### src/rtl/disp_page_seq.sv
// Registered page selector for an N-digit seven-segment bus: static pages plus
// a marquee scroll and a blinking view of the score, sharing one divider.
module disp_page_seq #(
    parameter int unsigned     NUM_DIGITS = 6,
    parameter int unsigned     SEG_W      = 8,
    parameter logic [SEG_W-1:0] DASH_CODE  = 8'h3F,
    parameter logic [SEG_W-1:0] BLANK_CODE = 8'h7F,
    parameter int unsigned     SCROLL_DIV = 25000000,
    parameter int unsigned     BLINK_DIV  = 12500000
) (
    input  logic                        clk,
    input  logic                        rst,
    input  logic [2:0]                  mode,
    input  logic [SEG_W-1:0]            mode_disp,
    input  logic [NUM_DIGITS*SEG_W-1:0] scram_bus,
    input  logic [NUM_DIGITS*SEG_W-1:0] score_bus,
    output logic [NUM_DIGITS*SEG_W-1:0] disp_bus,
    output logic                        scroll_wrap,
    output logic                        blink_phase
);

    localparam int unsigned DIV_MAX = (SCROLL_DIV > BLINK_DIV) ? SCROLL_DIV : BLINK_DIV;
    localparam int unsigned CNT_W   = (DIV_MAX > 1) ? $clog2(DIV_MAX) : 1;
    localparam int unsigned V_LEN   = 2 * NUM_DIGITS;
    localparam int unsigned P_W     = $clog2(V_LEN);

    localparam logic [2:0] ModeGlyph  = 3'd1;
    localparam logic [2:0] ModeScram  = 3'd2;
    localparam logic [2:0] ModeScore  = 3'd3;
    localparam logic [2:0] ModeScroll = 3'd4;
    localparam logic [2:0] ModeBlink  = 3'd5;

    logic [2:0]                  mode_q;
    logic [CNT_W-1:0]            cnt_q, cnt_d;
    logic [P_W-1:0]              p_q, p_d;
    logic                        phase_q, phase_d;
    logic                        wrap_q, wrap_d;
    logic [NUM_DIGITS*SEG_W-1:0] disp_q, disp_d;

    // Divider and position/phase state; everything falls back to 0 on mode entry
    // and in the static modes.
    always_comb begin
        cnt_d   = '0;
        p_d     = '0;
        phase_d = 1'b0;
        wrap_d  = 1'b0;
        if (mode == mode_q) begin
            if (mode == ModeScroll) begin
                p_d = p_q;
                if (cnt_q == CNT_W'(SCROLL_DIV - 1)) begin
                    if (p_q == P_W'(V_LEN - 1)) begin
                        p_d    = '0;
                        wrap_d = 1'b1;
                    end else begin
                        p_d = p_q + P_W'(1);
                    end
                end else begin
                    cnt_d = cnt_q + CNT_W'(1);
                end
            end else if (mode == ModeBlink) begin
                phase_d = phase_q;
                if (cnt_q == CNT_W'(BLINK_DIV - 1)) begin
                    phase_d = ~phase_q;
                end else begin
                    cnt_d = cnt_q + CNT_W'(1);
                end
            end
        end
    end

    always_comb begin
        int unsigned idx;
        disp_d = {NUM_DIGITS{DASH_CODE}};
        idx    = 0;
        unique case (mode)
            ModeGlyph:  disp_d[SEG_W-1:0] = mode_disp;
            ModeScram:  disp_d = scram_bus;
            ModeScore:  disp_d = score_bus;
            ModeScroll: begin
                // Virtual string: score digits followed by N dashes.
                for (int unsigned i = 0; i < NUM_DIGITS; i++) begin
                    idx = (i + 32'(p_d)) % V_LEN;
                    if (idx < NUM_DIGITS) begin
                        disp_d[i*SEG_W +: SEG_W] = score_bus[idx*SEG_W +: SEG_W];
                    end
                end
            end
            ModeBlink:  disp_d = phase_d ? {NUM_DIGITS{BLANK_CODE}} : score_bus;
            default:    disp_d = {NUM_DIGITS{DASH_CODE}};
        endcase
    end

    always_ff @(posedge clk) begin
        if (rst) begin
            mode_q  <= '0;
            cnt_q   <= '0;
            p_q     <= '0;
            phase_q <= 1'b0;
            wrap_q  <= 1'b0;
            disp_q  <= {NUM_DIGITS{DASH_CODE}};
        end else begin
            mode_q  <= mode;
            cnt_q   <= cnt_d;
            p_q     <= p_d;
            phase_q <= phase_d;
            wrap_q  <= wrap_d;
            disp_q  <= disp_d;
        end
    end

    assign disp_bus    = disp_q;
    assign scroll_wrap = wrap_q;
    assign blink_phase = phase_q;

endmodule
### config.mk
export PLATFORM = sky130hd
export DESIGN_NAME = disp_page_seq
export DESIGN_NICKNAME = d
export VERILOG_FILES = /design/src/rtl/disp_page_seq.sv
export SDC_FILE = /design/constraint.sdc
export NUM_CORES = 1
export LEC_CHECK = 0
export BUFFER_PORTS_ARGS = -buffer_cell sky130_fd_sc_hd__buf_4
export CORE_MARGIN = 4
export CORE_UTILIZATION = 57
export CTS_BUF_LIST = sky130_fd_sc_hd__clkbuf_2 sky130_fd_sc_hd__clkbuf_4 sky130_fd_sc_hd__clkbuf_8
export DETAILED_ROUTE_END_ITERATION = 6
export GPL_TIMING_DRIVEN = 0
export PLACE_DENSITY = 0.84
export SKIP_CTS_REPAIR_TIMING = 1
export SYNTH_ARGS = -nofsm -noshare
export SYNTH_HDL_FRONTEND = slang
export SYNTH_SLANG_ARGS = --single-unit
### constraint.sdc
create_clock -name clk -period 6.61 [get_ports clk]
set_clock_uncertainty 0.15 [all_clocks]
set_input_delay 0.9915 -clock clk [delete_from_list [all_inputs] [get_ports clk]]
set_output_delay 0.9915 -clock clk [all_outputs]
set_load 0.1 [all_outputs]
== Yosys cells after proc, flatten, opt, wreduce, memory -nomap -nowiden ==
Cells that the tools add are included.

* Bits of input ports: 109
* Word-level logic and storage cells: 68
* Bits in registers: 82
* Output and inout port bits: 50

* Shift operators: 6
* Div/mod/pow operators: 6
* Reductions and logical operators: 2
* Equality and inequality tests: 9
* Multiplexer cells: 22
* Add/sub/neg operators: 7
* Order comparisons: 6
* Bitwise gates (word level): 4

{| class="wikitable"
|+ Operators with widths
! kind !! count
|-
| variable part select 48 x 33 -> 8 bit || 6
|-
| < comparator 32 x 3 -> 1 bit (second input constant) || 6
|-
| modulo 32 x 4 -> 32 bit (second input constant) || 5
|-
| case mux 40 bit (4 select lines) || 1
|-
| two-way mux 25 bit || 4
|-
| two-way mux 48 bit || 1
|-
| two-way mux 8 bit || 6
|-
| case mux 8 bit (5 select lines) || 1
|-
| modulo 4 x 4 -> 32 bit (second input constant) || 1
|-
| adder 25 x 1 -> 25 bit (second input constant) || 1
|-
| == test 25 x 24 -> 1 bit (second input constant) || 1
|-
| == test 25 bit (second input constant) || 1
|-
| two-way mux 4 bit || 4
|-
| adder 2 x 4 -> 5 bit (first input constant) || 2
|-
| adder 3 x 4 -> 5 bit (first input constant) || 2
|-
| == test 3 x 2 -> 1 bit (second input constant) || 2
|-
| == test 3 bit (second input constant) || 2
|-
| adder 1 x 4 -> 5 bit (first input constant) || 1
|-
| two-way mux 1 bit || 5
|-
| adder 4 x 1 -> 4 bit (second input constant) || 1
|-
| == test 4 bit (second input constant) || 1
|-
| inverter 1 bit || 4
|-
| OR reduction 4 bit || 1
|-
| == test 3 x 1 -> 1 bit (second input constant) || 1
|-
| 2 further kinds || 2
|}

== Depth between registers and ports, before layout ==
Gate-level depths: netlist of run 1.

* Word-level depth: 10
* Mapped depth: 26
* Gate-level depth less buffers: 21

== Least setup slack after synthesis of run 1 ==
No wires, ideal clock.

* Kind: input -> register
* Start: input port mode[1]
* End: register disp_q[14] (netlist: disp_bus[14])
* Path slack: 0.741 ns
* Library setup time: 0.088 ns
* Stages on the path: 18
* Data required time: 6.372 ns
* Path buffers: 3
* Arrival: 5.631 ns
* Cell sequence: nor4bb_1 nand2_1 a21oi_1 clkbuf_1 clkbuf_1 ha_1 nand3_1 or4_4 a211oi_2 a21oi_2 inv_2 ha_1 a2111oi_4 a2111oi_2 or2_1 buf_2 a211o_1 o32ai_2

* Cells in the longest elaborated chain, start to end: 8
* Elaborated cells between the ends (all ways): 17
* Classes of those cells: add/sub (1); div (1); order compare (1); eq/ne (5); shift (1); mux (8)

{| class="wikitable"
|+ RTL lines
! item !! RTL line !! RTL
|-
| from (decl) || 13 || <nowiki>input logic [2:0] mode,</nowiki>
|-
| == test 3 bit || 48 || <nowiki>if (mode == ModeScroll) begin</nowiki>
|-
| two-way mux 4 bit || 48 ||
|-
| two-way mux 4 bit (*) || 47 || <nowiki>if (mode == mode_q) begin</nowiki>
|-
| named net p_d[1] || 35 || <nowiki>logic [P_W-1:0] p_q, p_d;</nowiki>
|-
| adder 1 x 4 -> 5 bit (*) || 82 || <nowiki>idx = (i + 32'(p_d)) % V_LEN;</nowiki>
|-
| modulo 32 x 4 -> 32 bit (*) || 82 ||
|-
| < comparator 32 x 3 -> 1 bit / variable part select 48 x 33 -> 8 bit (equally long branches) || 83, 84 ||
|-
| two-way mux 8 bit (*) || 83 || <nowiki>if (idx < NUM_DIGITS) begin</nowiki>
|-
| case mux 40 bit (4 select lines) (*) || 75 || <nowiki>unique case (mode)</nowiki>
|-
| to (signal assigned) || 100 || <nowiki>disp_q <= {NUM_DIGITS{DASH_CODE}};</nowiki>
|-
| to (signal assigned) || 107 || <nowiki>disp_q <= disp_d;</nowiki>
|-
| to (decl) || 38 || <nowiki>logic [NUM_DIGITS*SEG_W-1:0] disp_q, disp_d;</nowiki>
|}

The timed path passes the listed nets; every way through them passes the cells marked *.
A chain may end at the register's enable or synchronous reset.

== Worst setup path after layout of run 1 ==
* Start: register cnt_q[15]
* End: register disp_q[22] (netlist: disp_bus[22])

* Cells in the longest elaborated chain, start to end: 9
* Elaborated cells between the ends (all ways): 16
* Classes of those cells: add/sub (1); div (1); order compare (1); eq/ne (2); shift (1); mux (10)

{| class="wikitable"
|+ RTL lines
! item !! RTL line !! RTL
|-
| from (decl) || 34 || <nowiki>logic [CNT_W-1:0] cnt_q, cnt_d;</nowiki>
|-
| from (signal assigned) || 103 || <nowiki>cnt_q <= cnt_d;</nowiki>
|-
| == test 25 bit || 50 || <nowiki>if (cnt_q == CNT_W'(SCROLL_DIV - 1)) begin</nowiki>
|-
| two-way mux 4 bit || 50 ||
|-
| two-way mux 4 bit || 48 ||
|-
| two-way mux 4 bit || 47 ||
|-
| adder 2 x 4 -> 5 bit || 82 ||
|-
| modulo 32 x 4 -> 32 bit || 82 ||
|-
| < comparator 32 x 3 -> 1 bit / variable part select 48 x 33 -> 8 bit (equally long branches) || 83, 84 ||
|-
| two-way mux 8 bit || 83 ||
|-
| case mux 40 bit (4 select lines) (*) || 75 ||
|}

Mark *: on every way between the ends. The rest lies on a longest branch, timed or not.

==> out/results.txt, run 1 <==
CTS tree: yes
Worst slew margin: 0.344
Final ANT Viol Nets: 0
worst slew pin tran: 980 ps
# rows: 39
min Tclk post-route: 6320 ps
highest-delay cell along the critical path: or4b_1
sequential cell area fraction in the yosys report: 0.239
WHS Path Cells: 1
drt pass-1 iters: 6
Ports: 159
most used cell, CP: buf_2
Worst Path Max Fanout: 14
Mapped Nets: 966
EDFF count, synth: 0
# DRC: 0
yosys warns: 0
Setup Viol. Count Final: 0
launch point of the worst hold path: cnt_q[0]
Post-Syn Instances: 832
CTS H-Tree Depth: 3
CP required: 6760 ps
number of max-cap violations: 0
die width: 118 um
#FFs+latches synth: 82
Hold EP: cnt_q[0]
grt peak-use layer: met2
mapped cell area: 6860 sq um
gp weighted congestion: 1.05
P&R area growth vs syn: 23.8%
met2 Use GR: 0.508
r2r setup slk: 290 ps
predominant post-synthesis flop cell: dfxtp_1
detail-routed via count per cell: 6.62
initial antenna violation count: 1
GR Overflow Total: 0
Clock Tree Buf Depth: 2
clk sinks: 82
number of global-route vias before repair: 7,100
HPWL Detailed: 19,400 um
fin crit share: 0.956
Synth Area per Inst: 8.24 sq um
WP data arrival: 6470 ps
post-synthesis async set-or-reset flop share: 0
RR Startpoint: cnt_q[15]
Synth cell types: 84
Largest stage delay, worst path: 570 ps
routed wire length: 24,600 um
critical path, cell by cell: or4b_1, or4_1, buf_2, buf_2, o21ai_0, a21oi_1, inv_1, clkbuf_4, clkbuf_4, ha_1, nand2_1, a2111oi_1, o31ai_1, o22a_1, ha_1, a311oi_2, xnor2_2, buf_2, nand3_1, a21o_1, o22ai_1
GRT met1 Usage: 0.463
Max Clk Rate: 158 MHz
Post-DP Area: 8220 sq um
Setup CP Type: reg2reg
Pins Over Slew Limit: 0
clk slew on worst S/H paths: 90 ps
per-cell routed wire length: 21.4 um
Total GRT Usage: 0.341
Nets: 1,136
total CTS buffers: 9
Worst VDD drop: 0.000167 V
die area: 13,900 sq um
first-pass GRT wire length: 37,900 um
Critical R2R Capture: disp_bus[22]
port bufs: 158
Power Dens Cells: 151 nW/um^2
fraction of layout cells with a size suffix above 1: 0.242
startpoint types: register
clk root buf: clkbuf_8
Leakage: 0.00347 uW
vias post-DR: 7,610
initial DRC count: 872
CP Capture Type: register
met3 usage: 0.0980
Skew-Pair Late Insertion Delay: 390 ps
run status: complete, no violations
Worst R2R Path Depth: 21
Final Util: 0.731
largest net degree at the start of global routing: 17
worst hold path class: reg2reg
RSZ-0062 raised after global routing: true
Die Height: 118 um
Final Hold Fails: 0
Inserted Diodes: 0
Core Box Area: 11,600 sq um
Starting Density: 0.591
Final Cell Area: 8490 sq um
Setup TNS: 0 ps
-- area by class of cell --
cell class	instances	area, sq um
Inverter	31	119
Buffer	57	258
Sequential cell	82	1640
Clock inverter	6	53.8
Clock buffer	10	138
Tap cell	143	179
Fill cell	973	3120
Multi-Input combinational cell	661	4900
Timing Repair Buffer	160	1200
-- flip-flops by register name, indices dropped and copies added, names as in the netlist --
| register | flops |
|---|---|
| p_q | 4 |
| mode_q | 3 |
| cnt_q | 25 |
| scroll_wrap | 1 |
| blink_phase | 1 |
| disp_bus | 48 |
-- worst max path at each step --
stage,to,depth (start not counted),startpoint
final,disp_bus[22],21,cnt_q[15]
after global routing,disp_bus[23],20,cnt_q[15]
after CTS,disp_bus[8],23,cnt_q[0]
after detailed placement,disp_bus[8],20,mode[1]
after global placement,disp_bus[23],21,mode[1]
after floorplan,disp_bus[14],18,mode[1]
-- metrics by stage --
stage / hold slack [ps] / worst slack (ps) / total power (uW) / instances
2_1_floorplan: 276 / 741 / 774 / 832
3_3_place_gp: 297 / -937 / 906 / 1133
3_5_place_dp: 309 / -906 / 909 / 1133
4_1_cts: 328 / -567 / 1270 / 1149
5_1_grt: 346 / -82.2 / 1320 / 1150
6_report: 322 / 288 / 1280 / 1150
-- synthesized netlist by cell type (all sizes together), types with 5 or more instances --
| library cell | number | share of area |
|---|---|---|
| nor4 | 6 | 0.0055 |
| a21oi | 37 | 0.028 |
| nor2 | 77 | 0.042 |
| nand2 | 51 | 0.029 |
| xor2 | 12 | 0.015 |
| o211ai | 13 | 0.014 |
| xnor2 | 13 | 0.017 |
| inv | 29 | 0.016 |
| or2 | 7 | 0.0064 |
| nor3 | 32 | 0.023 |
| or3 | 10 | 0.0091 |
| ha | 25 | 0.046 |
| and2 | 10 | 0.0095 |
| mux2i | 76 | 0.11 |
| nand4 | 11 | 0.010 |
| a221o | 8 | 0.012 |
| dfxtp | 82 | 0.24 |
| nor2b | 9 | 0.0082 |
| mux2 | 9 | 0.015 |
| and3 | 5 | 0.0046 |
| a211oi | 16 | 0.018 |
| mux4 | 12 | 0.039 |
| a221oi | 16 | 0.020 |
| o21a | 7 | 0.0077 |
| or4 | 6 | 0.0071 |
| o41ai | 5 | 0.0075 |
| nand2b | 9 | 0.0082 |
| o22ai | 6 | 0.0055 |
| nand3 | 27 | 0.020 |
| buf | 16 | 0.013 |
| a22oi | 19 | 0.021 |
| a31oi | 6 | 0.0055 |
| o21ai | 41 | 0.030 |
| o221ai | 8 | 0.010 |
| clkbuf | 42 | 0.023 |
| a22o | 8 | 0.010 |
| a211o | 13 | 0.017 |
-- placed cells by master, fill, tap and decap left out, types with 9 or more instances in the layout --
cell type | netlist | final
mux2_2 | 9 | 9
nand3_1 | 27 | 27
a221oi_1 | 16 | 16
nor2b_1 | 9 | 9
a22oi_1 | 19 | 19
a211oi_1 | 15 | 15
xor2_1 | 12 | 12
o21ai_0 | 33 | 33
xnor2_1 | 13 | 11
or3_1 | 10 | 10
a21oi_1 | 36 | 36
mux4_2 | 12 | 12
buf_4 | 3 | 163
nor2_1 | 77 | 77
o211ai_1 | 13 | 13
clkbuf_1 | 42 | 35
nand2b_1 | 9 | 9
ha_1 | 25 | 25
nand2_1 | 49 | 49
mux2i_1 | 76 | 76
nor3_1 | 32 | 32
and2_1 | 9 | 9
dfxtp_1 | 82 | 82
nand4_1 | 11 | 11
clkbuf_8 | 0 | 10
inv_1 | 26 | 26
a211o_1 | 13 | 13
-- layer usage --
layer,vias to the layer above,wire length (um),share of wire
met2,489,10700,0.43
li1,3501,-,-
met3,79,2870,0.12
met1,3539,10100,0.41
met4,2,971,0.040
met5,-,8,0.00033
-- cells by family after synthesis --
| family | Yosys count | synth area share |
|---|---|---|
| AOI/OAI and AO/OA | 237 | 0.261 |
| xor gates and xnor gates | 25 | 0.0319 |
| adders and majority gates | 25 | 0.0456 |
| buffers and inverters | 89 | 0.0531 |
| DFF | 82 | 0.239 |
| muxes | 97 | 0.165 |
| and+or+nand+nor | 277 | 0.204 |
-- report_power, final --
part / leakage, uW / switching, uW / internal (uW) / total [uW]
registers: 0.000672 / 6.36 / 515 / 522
clock network: 0.0000958 / 218 / 154 / 372
logic: 0.00270 / 267 / 119 / 386
total: 0.00347 / 491 / 788 / 1280
-- critical path: cells and delay by family, from the launching register on --
family | cells | cell delay [ps]
fa+ha+maj | 2 | 550
simple gates | 4 | 1370
xor+xnor | 1 | 250
flops | 1 | 380
buf+inv | 6 | 1490
compound gates | 8 | 2040
No activity file was read; power rests on OpenSTA's default activity.
==> run 2: changes to the inputs <==
--- a/config.mk
+++ b/config.mk
@@ -5,7 +5,7 @@
 export SDC_FILE = /design/constraint.sdc
 export NUM_CORES = 1
 export LEC_CHECK = 0
-export BUFFER_PORTS_ARGS = -buffer_cell sky130_fd_sc_hd__buf_4
+export BUFFER_PORTS_ARGS = -buffer_cell sky130_fd_sc_hd__buf_2
 export CORE_MARGIN = 4
 export CORE_UTILIZATION = 57
 export CTS_BUF_LIST = sky130_fd_sc_hd__clkbuf_2 sky130_fd_sc_hd__clkbuf_4 sky130_fd_sc_hd__clkbuf_8
==> run 2 against run 1 <==
The flow now finishes with violations (DRC); critical path depth fell by 1; worst setup slack got worse by 110 ps; die area did not move; via count rose by 1.2%; sequential cell count did not move.
==> out/results.txt, run 2 (synthesis results as in run 1) <==
GR Overflow Total: 0 (unchanged)
gp weighted congestion: 1.11 (+5.4%)
Largest stage delay, worst path: 540 ps (-30 ps)
# rows: 39 (unchanged)
RR Startpoint: cnt_q[15]
launch point of the worst hold path: cnt_q[0]
RSZ-0062 raised after global routing: true
Total GRT Usage: 0.336 (-0.00532)
WHS Path Cells: 1 (unchanged)
clk sinks: 82 (unchanged)
Clock Tree Buf Depth: 2 (unchanged)
Max Clk Rate: 155 MHz (-1.7%)
commonest non-fill, non-tap cell in the layout: buf_2
initial antenna violation count: 3 (+2)
placed insts: 1,133 (unchanged)
worst hold path class: reg2reg
Final ANT Viol Nets: 0 (unchanged)
total CTS buffers: 9 (unchanged)
fraction of layout cells with a size suffix above 1: 0.237 (-0.00572)
CTS H-Tree Depth: 3 (unchanged)
Worst VDD drop: 0.000143 V (-14%)
Skew-Pair Late Insertion Delay: 380 ps (about the same)
fin crit share: 0.973 (+0.0165)
Ports: 159 (unchanged)
routed wire length: 23,900 um (-2.8%)
most used cell, CP: buf_2
Pins Over Slew Limit: 0 (unchanged)
r2r setup slk: 180 ps (-110 ps)
CP required: 6690 ps (-70 ps)
clk root buf: clkbuf_8
vias post-DR: 7,699 (+1.2%)
number of global-route vias before repair: 7,364 (+3.7%)
per-cell routed wire length: 20.7 um (-3.0%)
Setup TNS: 0 ps (unchanged)
run status: finished with violations
Nets: 1,135 (-0.088%)
number of max-cap violations: 0 (unchanged)
cell family with most CP delay: compound AO/OA/AOI/OAI gates
Final Hold Fails: 0 (unchanged)
fin cells: 1,152 (+0.17%)
highest-delay cell along the critical path: or4b_1
commonest non-fill, non-tap cells in the layout: buf_2, dfxtp_1, nor2_1
min Tclk post-route: 6430 ps (+109 ps)
max reg flops: 48 (unchanged)
startpoint types: register
Worst Path Max Fanout: 14 (unchanged)
CTS tree: yes
Power Dens Cells: 156 nW/um^2 (+3.8%)
die width: 118 um (unchanged)
detail-routed via count per cell: 6.68 (+0.99%)
first-pass GRT wire length: 38,400 um (+1.2%)
initial DRC count: 1,301 (+49%)
P&R area growth vs syn: 17.9%
largest net degree at the start of global routing: 17 (unchanged)
# DRC: 3 (+3)
HPWL Detailed: 18,700 um (-3.7%)
CP Buf/Inv Count: 6 (unchanged)
Worst slew margin: 0.389 (+0.0447)
CP Capture Type: register
worst slew pin tran: 913 ps (-66.8 ps)
Core Box Area: 11,600 sq um (unchanged)
WP data arrival: 6510 ps (+40 ps)
Starting Density: 0.591 (unchanged)
failing checks: DRC
Leakage: 0.00332 uW (-4.3%)
drt pass-1 iters: 7 (+1)
Hold EP: cnt_q[0]
clk slew on worst S/H paths: 80 ps (about the same)
Setup Viol. Count Final: 0 (unchanged)
critical path, cell by cell: or4b_1, or4_1, buf_2, buf_2, o21ai_0, a21oi_1, inv_1, buf_2, clkbuf_4, ha_1, nand2_1, a2111oi_1, o31ai_1, o22a_1, ha_1, a311oi_2, xnor2_1, clkbuf_4, a31oi_1, o32ai_1
port bufs: 158 (unchanged)
Die Height: 118 um (unchanged)
Final Util: 0.697 (-0.0346)
Setup CP Type: reg2reg
Critical R2R Capture: disp_bus[23]
die area: 13,900 sq um (unchanged)
Worst R2R Path Depth: 20 (-4.8%)
## run 2: layout make-up
type,count,area (sq um)
clock buffers,11,151
flip-flops and latches,82,1640
fillers,975,3520
diodes,3,7.51
repair buffers,159,798
well taps,143,179
clock inverters,5,61.3
multi-input cells,661,4870
plain buffers,57,256
inverters,31,119
## run 2: worst max-delay path by stage
stage                     startpoint           end  slack, ps  cells after the start
after CTS                   cnt_q[0]  disp_bus[11]       -500                     23
after global placement       mode[1]  disp_bus[23]       -810                     21
final                      cnt_q[15]  disp_bus[23]        180                     20
after global routing       cnt_q[15]  disp_bus[23]        -60                     20
after floorplan              mode[1]  disp_bus[14]        740                     18
after detailed placement     mode[1]  disp_bus[11]       -860                     20
## run 2: per-stage QoR
step	worst slack [ps]	hold slack, ps	area (sq um)	total power, uW
after floorplan	741	276	6860	774
after global placement	-815	293	7830	873
after detailed placement	-861	302	7830	876
after CTS	-499	321	8040	1260
after global routing	-60.2	369	8090	1300
final	179	321	8090	1260
## run 2: report_power, final
part | internal, uW | switching [uW] | leakage (uW)
registers | 515 | 5.03 | 0.000672
clock network | 197 | 193 | 0.000110
logic | 87.9 | 267 | 0.00253
total | 800 | 465 | 0.00332
## run 2: metal layers
layer  vias to the layer above  GRT usage  routed length, um  part of all wire
met5                         -          0                  0                 0
met3                        90     0.0995               3200              0.13
met1                      3504      0.461               9740              0.41
met4                         0      0.150                913             0.038
met2                       599      0.485              10000              0.42
li1                       3506          -                  -                 -
==> run 3: changes to the inputs <==
==> config.mk (replaced) <==
export PLATFORM = sky130hd
export DESIGN_NAME = disp_page_seq
export DESIGN_NICKNAME = d
export VERILOG_FILES = /design/src/rtl/disp_page_seq.sv
export SDC_FILE = /design/constraint.sdc
export NUM_CORES = 1
export LEC_CHECK = 0
export CORE_MARGIN = 1.5
export CORE_UTILIZATION = 65
export CTS_BUF_LIST = sky130_fd_sc_hd__clkbuf_2 sky130_fd_sc_hd__clkbuf_4 sky130_fd_sc_hd__clkbuf_8
export DETAILED_ROUTE_END_ITERATION = 6
export DONT_BUFFER_PORTS = 1
export GPL_TIMING_DRIVEN = 0
export PLACE_DENSITY = 0.81
export SKIP_CTS_REPAIR_TIMING = 1
export SYNTH_ARGS = -nofsm -noshare
export SYNTH_HDL_FRONTEND = slang
export SYNTH_SLANG_ARGS = --single-unit
==> constraint.sdc (replaced) <==
create_clock -name clk -period 6.25 [get_ports clk]
set_clock_uncertainty 0.15 [all_clocks]
set_input_delay 0.9375 -clock clk [delete_from_list [all_inputs] [get_ports clk]]
set_output_delay 0.9375 -clock clk [all_outputs]
set_load 0.1 [all_outputs]
==> run 3 against run 2 <==
Register-to-register slack worse by 90 ps; wire length up 8.3%; global-route usage up 11 points; sequential power up 37%; sequential share of layout area is 1.9 points higher; final cell count down 14%; the run now ends clean; final area down 8.8%; count of clock-buffer cells in the layout fell by 1; hold slack better by 38 ps; die area fell by 19%.
==> out/results.txt, run 3 (synthesis results as in run 1) <==
run status: complete, no violations
Inserted Diodes: 0 (-3)
dpl ws: -1290 ps (-431 ps)
per-cell routed wire length: 26.2 um (+27%)
min Tclk post-route: 6160 ps (-269 ps)
Total GRT Usage: 0.445 (+0.109)
Final Hold Fails: 0 (unchanged)
drt pass-1 iters: 5 (-2)
clk sinks: 82 (unchanged)
final critical-path setup slack: 87.7 ps (-91.4 ps)
CTS H-Tree Depth: 3 (unchanged)
number of max-cap violations: 0 (unchanged)
cell family with most CP delay: compound AO/OA/AOI/OAI gates
met2 Use GR: 0.692 (+0.207)
largest net degree at the start of global routing: 17 (unchanged)
r2r setup slk: 90 ps (-90 ps)
grt peak-use layer: met2
first-pass GRT wire length: 38,200 um (-0.38%)
clk root buf: clkbuf_8
vias post-DR: 7,478 (-2.9%)
Worst Path Max Fanout: 14 (unchanged)
Worst slew margin: 0.327 (-0.0624)
Max Clk Rate: 162 MHz (+4.4%)
max reg flops: 48 (unchanged)
Final ANT Viol Nets: 0 (unchanged)
port bufs: 0 (-100%)
Core Box Area: 10,300 sq um (-12%)
P&R area growth vs syn: 7.61%
GR Overflow Total: 0 (unchanged)
# DRC: 0 (-3)
Starting Density: 0.667 (+0.0768)
Nets: 978 (-14%)
Leakage: 0.00274 uW (-17%)
WP data arrival: 6250 ps (-260 ps)
total CTS buffers: 9 (unchanged)
Die Height: 106 um (-10%)
die width: 106 um (-10%)
initial antenna violation count: 0 (-3)
fraction of layout cells with a size suffix above 1: 0.112 (-0.125)
Largest stage delay, worst path: 600 ps (+60 ps)
Power Dens Cells: 171 nW/um^2 (+9.7%)
CTS tree: yes
most used cell, CP: buf_4
GRT met1 Usage: 0.585 (+0.124)
routed wire length: 25,800 um (+8.3%)
met3 usage: 0.0952 (-0.00423)
CP required: 6340 ps (-350 ps)
Skew-Pair Late Insertion Delay: 380 ps (about the same)
gp weighted congestion: 1.05 (-5.5%)
highest-delay cell along the critical path: or4b_1
worst slew pin tran: 1010 ps (+95.7 ps)
startpoint types: register
Setup Viol. Count Final: 0 (unchanged)
Setup CP Type: reg2reg
commonest non-fill, non-tap cell in the layout: dfxtp_1
initial DRC count: 1,138 (-13%)
CP Buf/Inv Count: 6 (unchanged)
# rows: 37 (-5.1%)
Clock Tree Buf Depth: 2 (unchanged)
Ports: 159 (unchanged)
Hold WS: 359 ps (+38.4 ps)
critical path, cell by cell: or4b_1, or4_1, buf_2, buf_2, o21ai_1, a21oi_2, inv_1, buf_4, buf_4, ha_2, nand2_1, a2111oi_0, o31ai_1, o22a_1, ha_1, a311oi_4, xnor2_2, buf_4, nor3_1, a211oi_1, a21oi_1
CP Capture Type: register
die area: 11,200 sq um (-19%)
placed insts: 968 (-15%)
Pins Over Slew Limit: 0 (unchanged)
number of global-route vias before repair: 7,034 (-4.5%)
HPWL Detailed: 19,700 um (+5.0%)
Worst VDD drop: 0.000166 V (+17%)
clk slew on worst S/H paths: 90 ps (about the same)
fin crit share: 0.986 (+0.0131)
detail-routed via count per cell: 7.59 (+14%)
Setup TNS: 0 ps (unchanged)
commonest non-fill, non-tap cells in the layout: dfxtp_1, nor2_1, mux2i_1
fin cells: 985 (-14%)
worst hold path class: reg2reg
==> run 3: cell types whose count changed in the layout (fill, tap and decap cells not counted), sizes merged <==
cell | before | now
clkinv | 5 | 7
buf | 175 | 22
inv | 30 | 29
clkbuf | 52 | 47
diode | 3 | 0
==> run 3: power breakdown <==
group	leakage (uW)	internal, uW	switching, uW
registers	0.000672	545	167
logic	0.00196	56.3	87.8
clock network	0.000106	196	214
total	0.00274	797	468
==> run 3: routing by layer <==
metal  share of wire  up-vias
met5               0        -
met4           0.054        0
met3            0.13      141
met2            0.44      665
met1            0.38     3489
li1                -     3183
==> run 3: worst reg2reg max path, cell delays in order, from the launching register on <==
cell and delay, ps:
dfxtp_1 390, or4b_1 600, or4_1 540, buf_2 200
buf_2 200, o21ai_1 230, a21oi_2 140, inv_1 210
buf_4 250, buf_4 260, ha_2 300, nand2_1 150
a2111oi_0 400, o31ai_1 150, o22a_1 260, ha_1 270
a311oi_4 360, xnor2_2 250, buf_4 260, nor3_1 60
a211oi_1 250, a21oi_1 160
==> run 3: final cells by class <==
type | count | area [sq um]
inverters | 31 | 119
clock inverters | 6 | 66.3
multi-input cells | 661 | 4960
clock buffers | 10 | 138
repair buffers | 3 | 22.5
fillers | 809 | 2900
well taps | 136 | 170
plain buffers | 56 | 259
flip-flops and latches | 82 | 1640
==> run 3: final timing paths <==
| kind | cells after the start | startpoint | end |
|---|---|---|---|
| worst max-delay path | 21 | cnt_q[15] | disp_bus[20] |
| worst min-delay path | 1 | cnt_q[0] | cnt_q[0] |
| worst min register to register | 1 | cnt_q[0] | cnt_q[0] |
| worst max register to register | 21 | cnt_q[15] | disp_bus[20] |
==> run 3: stage by stage <==
stage,total power [uW],area (sq um),util
3_3_place_gp,854,7030,0.684
5_1_grt,1290,7380,0.718
3_5_place_dp,858,7030,0.684
2_1_floorplan,819,6860,-
6_report,1270,7380,0.718
4_1_cts,1250,7230,0.704
